<file path="src/rtl/ifu_pkg.sv">
// Shared definitions for the instruction fetch unit.
// Optional feature macro: IFU_PERF_CNT_EN (performance counters in ifu_fetch).
package ifu_pkg;

  typedef enum logic [1:0] {
    S_IDLE = 2'd0,
    S_REQ  = 2'd1,
    S_WAIT = 2'd2,
    S_HOLD = 2'd3
  } ifu_state_e;

  localparam logic [31:0] RESET_PC_DEF = 32'h8000_0000;
  localparam logic [31:0] INST_NOP     = 32'h0000_0013;
  localparam logic [31:0] PC_STEP      = 32'd4;

  // Instructions are word aligned; the two low bits of any target are dropped.
  function automatic logic [31:0] align_pc(input logic [31:0] a);
    return a & ~32'd3;
  endfunction

endpackage

</file>
<file path="src/rtl/ifu_perf_cnt.sv">
// 32-bit free-running event counter; wraps at 2^32, never saturates.
module ifu_perf_cnt
(
  input  logic        clk,
  input  logic        rst,
  input  logic        i_en,
  output logic [31:0] o_cnt
);

  logic [31:0] r_cnt;

  // Count one per enabled cycle.
  always_ff @(posedge clk or negedge rst) begin
    if (!rst)      r_cnt <= '0;
    else if (i_en) r_cnt <= r_cnt + 32'd1;
  end

  assign o_cnt = r_cnt;

endmodule

</file>
<file path="src/rtl/ifu_fetch.sv">
// Instruction fetch unit: owns the PC, fetches one instruction at a time from
// instruction memory and hands it to decode. Redirects from execute override
// everything and squash whatever fetch is in flight.
// Optional feature macro: IFU_PERF_CNT_EN adds perf_fetch_cnt / perf_kill_cnt.
module ifu_fetch
  import ifu_pkg::*;
#(
  parameter logic [31:0] RESET_PC = RESET_PC_DEF,
  parameter int          XLEN     = 32
)
(
  input  logic            clk,
  input  logic            rst,
  output logic            imem_req_valid,
  input  logic            imem_req_ready,
  output logic [XLEN-1:0] imem_req_addr,
  input  logic            imem_rsp_valid,
  input  logic [XLEN-1:0] imem_rsp_data,
  output logic            inst_valid,
  input  logic            inst_ready,
  output logic [XLEN-1:0] inst,
  output logic [XLEN-1:0] inst_pc,
  input  logic            redirect_valid,
  input  logic [XLEN-1:0] redirect_pc
`ifdef IFU_PERF_CNT_EN
  ,
  output logic [31:0]     perf_fetch_cnt,
  output logic [31:0]     perf_kill_cnt
`endif
);

  ifu_state_e  r_state;
  logic [31:0] r_pc;
  logic        r_kill;
  logic [31:0] r_inst;
  logic [31:0] r_inst_pc;
  logic [31:0] w_redir_pc;

  assign w_redir_pc = align_pc(redirect_pc);

  // Fetch FSM: one outstanding request; redirect wins over every other event.
  always_ff @(posedge clk or negedge rst) begin
    if (!rst) begin
      r_state   <= S_IDLE;
      r_pc      <= RESET_PC;
      r_kill    <= 1'b0;
      r_inst    <= INST_NOP;
      r_inst_pc <= RESET_PC;
    end else begin
      case (r_state)
        S_IDLE: begin
          if (redirect_valid) r_pc <= w_redir_pc;
          r_state <= S_REQ;
        end
        S_REQ: begin
          if (redirect_valid) r_pc <= w_redir_pc;
          if (imem_req_ready) begin
            // A request accepted alongside a redirect fetches the old PC: squash it.
            r_state <= S_WAIT;
            r_kill  <= redirect_valid;
          end
        end
        S_WAIT: begin
          if (redirect_valid) r_pc <= w_redir_pc;
          if (imem_rsp_valid) begin
            if (r_kill || redirect_valid) begin
              r_kill  <= 1'b0;
              r_state <= S_REQ;
            end else begin
              r_inst    <= imem_rsp_data;
              r_inst_pc <= r_pc;
              r_state   <= S_HOLD;
            end
          end else if (redirect_valid) begin
            r_kill <= 1'b1;
          end
        end
        S_HOLD: begin
          if (redirect_valid) begin
            r_pc    <= w_redir_pc;
            r_state <= S_REQ;
          end else if (inst_ready) begin
            r_pc    <= r_pc + PC_STEP;
            r_state <= S_REQ;
          end
        end
        default: r_state <= S_IDLE;
      endcase
    end
  end

  // Outputs are pure decodes of flops, so they carry no input-to-output path.
  assign imem_req_valid = (r_state == S_REQ);
  assign imem_req_addr  = r_pc;
  assign inst_valid     = (r_state == S_HOLD);
  assign inst           = r_inst;
  assign inst_pc        = r_inst_pc;

`ifdef IFU_PERF_CNT_EN
  logic w_fetch_ev;
  logic w_kill_ev;

  // Delivered instruction, and squashed work (stale response or held instruction).
  assign w_fetch_ev = (r_state == S_HOLD) && inst_ready && !redirect_valid;
  assign w_kill_ev  = ((r_state == S_WAIT) && imem_rsp_valid && (r_kill || redirect_valid)) ||
                      ((r_state == S_HOLD) && redirect_valid);

  ifu_perf_cnt u_fetch_cnt (.clk(clk), .rst(rst), .i_en(w_fetch_ev), .o_cnt(perf_fetch_cnt));
  ifu_perf_cnt u_kill_cnt  (.clk(clk), .rst(rst), .i_en(w_kill_ev),  .o_cnt(perf_kill_cnt));
`endif

endmodule

</file>
<file path="config.mk">
export PLATFORM = sky130hd
export DESIGN_NAME = ifu_fetch
export DESIGN_NICKNAME = d
export VERILOG_FILES = /design/src/rtl/ifu_pkg.sv /design/src/rtl/ifu_perf_cnt.sv /design/src/rtl/ifu_fetch.sv
export SDC_FILE = /design/constraint.sdc
export NUM_CORES = 1
export LEC_CHECK = 0
export ABC_AREA = 1
export CELL_PAD_IN_SITES_DETAIL_PLACEMENT = 1
export CELL_PAD_IN_SITES_GLOBAL_PLACEMENT = 2
export CORE_MARGIN = 2
export CORE_UTILIZATION = 25
export DETAILED_ROUTE_END_ITERATION = 8
export PLACE_DENSITY = 0.83
export SYNTH_ARGS = -nofsm -noshare
export SYNTH_HDL_FRONTEND = slang
export SYNTH_SLANG_ARGS = --single-unit
</file>
<file path="constraint.sdc">
create_clock -name clk -period 2.01 [get_ports clk]
set_input_delay 0.3015 -clock clk [delete_from_list [all_inputs] [get_ports clk]]
set_output_delay 0.3015 -clock clk [all_outputs]
set_load 0.05 [all_outputs]
</file>
==> results of run 1 <==
-- area by class of cell --
cell class,instances,share of cell area
Sequential cell,95,0.333
Multi-Input combinational cell,430,0.298
Timing Repair Buffer,181,0.254
Tap cell,260,0.0454
Clock buffer,10,0.0320
Inverter,54,0.0283
Clock inverter,6,0.00996
-- state kept, by name (all words and copies together) (netlist names) --
name / cells
inst: 32
inst_pc: 30
r_state: 2
imem_req_addr: 30
r_kill: 1
-- what timing repair did --
action / CTS / global route
resized for setup: 0 / 5
hold buffers: 1 / 0
endpoints found under the hold margin: 29 / 0
endpoints found under the setup margin: 0 / 5
-- where the power goes --
| group | internal, mW | switching (mW) | total [mW] |
|---|---|---|---|
| Sequential | 2.68 | 0.658 | 3.34 |
| Combinational | 2.03 | 4.12 | 6.15 |
| Clock | 0.971 | 0.756 | 1.73 |
| Total | 5.68 | 5.54 | 11.2 |
-- per-stage QoR --
| stage | std cells | setup WS, ps | util |
|---|---|---|---|
| 6_report | 1036 | 44.9 | 0.380 |
| 5_1_grt | 1036 | 4.91 | 0.380 |
| 4_1_cts | 1036 | 0.212 | 0.380 |
| 3_5_place_dp | 1019 | 57.8 | 0.363 |
| 3_3_place_gp | 1019 | 90.4 | 0.363 |
| 2_1_floorplan | 604 | 87.3 | - |
-- cell families (layout without fill, tap and decap cells) --
kind of cell	after synthesis	after routing	share of synthesized area
simple gates	312	312	0.259
flops	95	95	0.493
buf+inv	79	251	0.0686
compound gates	71	71	0.0777
mux	34	34	0.0793
fa+ha+maj	6	6	0.0155
xor+xnor	3	3	0.00544
other cells	1	4	0.000776
-- path summary, 6_finish.rpt --
| kind | slack [ps] | to | start |
|---|---|---|---|
| max in group asynchronous | 960 | inst_pc[31] | rst |
| min | 460 | inst[26] | rst |
| min reg2reg | 480 | inst_pc[5] | inst_pc[5] |
| max | 40 | inst[1] | inst[1] |
| max reg2reg | 220 | imem_req_addr[20] | imem_req_addr[2] |
| min in group clk | 480 | inst_pc[5] | inst_pc[5] |
-- layout by cell type, fill, tap and decap left out, types with 3 or more instances in the layout --
cell	synthesis	routed
nor2_1	85	85
dlymetal6s2s_1	0	5
nand2_1	184	184
inv_1	53	53
a21oi_1	8	8
ha_1	6	6
clkinv_4	0	3
o21ai_1	6	6
clkdlybuf4s50_1	0	137
dfstp_2	5	5
conb_1	1	4
nand3_1	33	33
xor2_1	3	3
buf_12	0	7
clkbuf_16	0	9
buf_4	6	31
mux2_2	31	31
mux2_1	3	3
dfrtp_1	90	90
o21ai_0	46	46
o22ai_1	6	6
-- layer usage --
metal,track usage,wire length (microns)
met1,0.203,7390
met2,0.269,7480
met3,0.0409,1020
met4,0.0412,197
met5,0,0
==> results.yml, run 1 <==
run_status:
  status: "finished, final reports clean"
detailed_routing:
  ant_nets: 0
  vias: 4609
  route.detailed.drc: 0
  wl_per_cell_microns: 15.5
  drt_iter0_markers: 150
  drtPass1Iterations: 4
  vias_per_cell: 4.45
  wirelength_mm: 16.1
place:
  gp_congestion: 0.794
  io_buffer_count: 161
  placed_area_sq_um: 6840
  hpwlAfterDp_mm: 12.6
critical_path:
  arrival_ps: 1660
  critical_path_class: "reg -> out"
  cp.depth: 1
  worst_setup_path_start_kind: "flip-flop"
  path_buf_inv: 1
  r2r_cells: 11
  required_ps: 1710
  crit_family: "buffers and inverters"
  crit_slowest_cell: "clkdlybuf4s50_1"
  critPathCaptureType: "primary output"
  max_stage_delay_ps: 790
  cp_cell_sequence: "clkdlybuf4s50_1"
  cp_max_fo: 2
grt:
  groute.usage.overall: 0.160
  grt_pass1_vias: 4879
  antenna_found_initial: 0
  grt_max_degree: 60
  overflow: 0
  grt_pass1_wl_mm: 25.6
finish:
  area_delta_synth_final_pct: 48.3
  final-seq-area_sq_um: 2380
  antenna_cells: 0
  stdcell_area_sq_um: 7160
  layout-drive-gt1-share: 0.124
  multi_input_area_sq_um: 2130
  final_nets: 847
  fillers: 2209
synth:
  synth_edf_count: 0
  yosysMostFrequentCell: "nand2_1"
  ys_ff_latch: 95
  synth_top_area_frac: 0.466
  post_synth_num_cell_types: 30
  ys.flop_type: "dfrtp_1"
  synth-seq-area-share: 0.493
  synth_warnings: 0
  synthArstFlopShare: 1.00
  yosysTopAreaCell: "dfrtp_1"
  syn_area_sq_um: 4830
  synth_common_cells: "nand2_1, dfrtp_1, nor2_1"
  synthTopCellsByArea: "dfrtp_1, nand2_1, mux2_2"
  netlist_instances: 601
  avgSynthCellArea_sq_um: 8.04
power:
  ir_drop_mv: 0.649
  p_per_area_nw_per_um2: 1570
  p_leak_nw: 3.25
  power_mw: 11.2
run:
  cap_viol_max_count: 0
sta:
  worstMarginPinSlew_ps: 532
  fin_tns_setup_ps: 0
  skew_ps: 7.12
  slew_viol_final: 0
  fin_crit_ps: 1970
  fmax_mhz: 509
  max_slew_margin: 0.644
  fin_crit_sh: 0.978
  whs_ps: 457
  hold_viol_final: 0
  setup_viol: 0
  rsz0062_at_grt: "false"
clocking:
  cts_tree: "yes"
  numCtsBuffers: 9
  post_cts_buffers: 0
  path_clk_slew_ps: 60
  ctsHtreeMaxLevel: 3
  cts-root-buf: "clkbuf_16"
  clockBufferDepth: 2
  cts.sinks: 95
  worstSkewPairLatency_ps: 350
floorplanning:
  rows: 50
  coreArea_sq_um: 18800
  die_area_sq_um: 20500
  start_util: 0.257
  die_y_microns: 143
  ios: 168
  die_w_microns: 143
worst_hold_path:
  hp-class: "in -> async"
Power figures use the tool's default switching activity.
==> run 2, diff against run 1 <==
--- a/config.mk
+++ b/config.mk
@@ -6,7 +6,7 @@
 export NUM_CORES = 1
 export LEC_CHECK = 0
 export ABC_AREA = 1
-export CELL_PAD_IN_SITES_DETAIL_PLACEMENT = 1
+export CELL_PAD_IN_SITES_DETAIL_PLACEMENT = 2
 export CELL_PAD_IN_SITES_GLOBAL_PLACEMENT = 2
 export CORE_MARGIN = 2
 export CORE_UTILIZATION = 25
==> run 2 against run 1 <==
Flip-flop and latch count unchanged. Clock skew increased by 2.9 ps. First-iteration DRC count increased by 23%. Register-to-register slack got worse by 50 ps. Highest routed layer unchanged.
==> results.yml, run 2 (synthesized netlist as in run 1, its figures left out) <==
clocking:
  cts_tree: "yes"
  numCtsBuffers: 9
  clockBufferDepth: 2
  post_cts_buffers: 0
  cts.sinks: 95
  worstSkewPairLatency_ps: 350
  ctsHtreeMaxLevel: 3
  path_clk_slew_ps: 70
  cts-root-buf: "clkbuf_16"
critical_path:
  crit_slowest_cell: "clkdlybuf4s50_1"
  arrival_ps: 1660
  max_stage_delay_ps: 850
  cp_cell_sequence: "clkdlybuf4s50_1"
  crit_family: "buffers and inverters"
  critical_path_class: "reg -> out"
  critPathCaptureType: "primary output"
  cp_max_fo: 5
  path_buf_inv: 1
  worst_setup_path_start_kind: "flip-flop"
  required_ps: 1710
detailed_routing:
  ant_nets: 0
  wirelength_mm: 17.7
  route.detailed.drc: 0
  wl_per_cell_microns: 17.1
  drt_iter0_markers: 184
  vias: 4724
  drtPass1Iterations: 4
  vias_per_cell: 4.56
finish:
  largest_register_ffs: 32
  stdcell_area_sq_um: 7140
  area_delta_synth_final_pct: 47.7
  final_nets: 847
  fillers: 2098
  antenna_cells: 0
  final_common_cell: "nand2_1"
  layout-drive-gt1-share: 0.124
  final_cell_mix: "nand2_1, clkdlybuf4s50_1, dfrtp_1"
sta:
  worstMarginPinSlew_ps: 546
  fmax_mhz: 511
  whs_ps: 440
  fin_tns_setup_ps: 0
  slew_viol_final: 0
  skew_ps: 10.0
  fin_crit_ps: 1960
  hold_viol_final: 0
  setup_ws_ps: 52.4
  max_slew_margin: 0.635
  fin_crit_sh: 0.974
  rsz0062_at_grt: "false"
  setup_viol: 0
place:
  placed_area_sq_um: 6840
  hpwlAfterDp_mm: 13.7
  io_buffer_count: 161
  dp_slack_ps: 43.5
  gp_congestion: 0.794
grt:
  antenna_found_initial: 0
  overflow: 0
  grt_pass1_wl_mm: 28.7
  grt_max_degree: 60
  groute.usage.overall: 0.180
  grt_pass1_vias: 5296
floorplanning:
  die_area_sq_um: 20500
  ios: 168
  rows: 50
  die_w_microns: 143
  die_y_microns: 143
  start_util: 0.257
  coreArea_sq_um: 18800
power:
  p_leak_nw: 3.25
  p_per_area_nw_per_um2: 1570
  ir_drop_mv: 0.556
  power_mw: 11.2
worst_hold_path:
  hp-class: "in -> async"
run_status:
  status: "finished, final reports clean"
run:
  cap_viol_max_count: 0
## run 2: path summary, 6_finish.rpt
kind	from	endpoint	slack [ps]	cells after the start
max	imem_req_addr[20]	imem_req_addr[20]	50	1
min	rst	inst[22]	440	2
max reg2reg	imem_req_addr[2]	imem_req_addr[14]	170	11
min reg2reg	inst_pc[30]	inst_pc[30]	490	2
max in group asynchronous	rst	inst_pc[31]	960	3
min in group clk	inst_pc[30]	inst_pc[30]	490	2
## run 2: timing repair
| action | 4_1_cts | 5_1_grt |
|---|---|---|
| endpoints found under the setup margin | 1 | 5 |
| gates resized for setup | 1 | 5 |
| hold buffers | 1 | 0 |
| endpoints found under the hold margin | 29 | 0 |
## run 2: power by group
| group | total [mW] | switching [mW] | internal, mW |
|---|---|---|---|
| Clock | 1.66 | 0.780 | 0.875 |
| Sequential | 3.35 | 0.671 | 2.68 |
| Combinational | 6.21 | 4.19 | 2.02 |
## run 2: final cells by class
class	instances	area (sq um)	area share
inverter	54	203	0.0284
clock buffer	11	243	0.0340
timing repair buffer	181	1820	0.254
multi-input combinational	430	2130	0.299
clock inverter	5	32.5	0.00456
tap	260	325	0.0456
sequential	95	2380	0.334
## run 2: stage by stage
stage	instances	utilization
floorplan	604	-
global placement	1019	0.363
detailed placement	1019	0.363
CTS	1036	0.378
global route	1036	0.379
finish	1036	0.379
## run 2: metal layers
layer | global-route usage | vias to the layer above | share of wire
li1 | - | 2244 | -
met1 | 0.227 | 2300 | 0.45
met2 | 0.305 | 153 | 0.47
met3 | 0.0319 | 27 | 0.052
met4 | 0.0683 | 0 | 0.024
met5 | 0 | - | 0
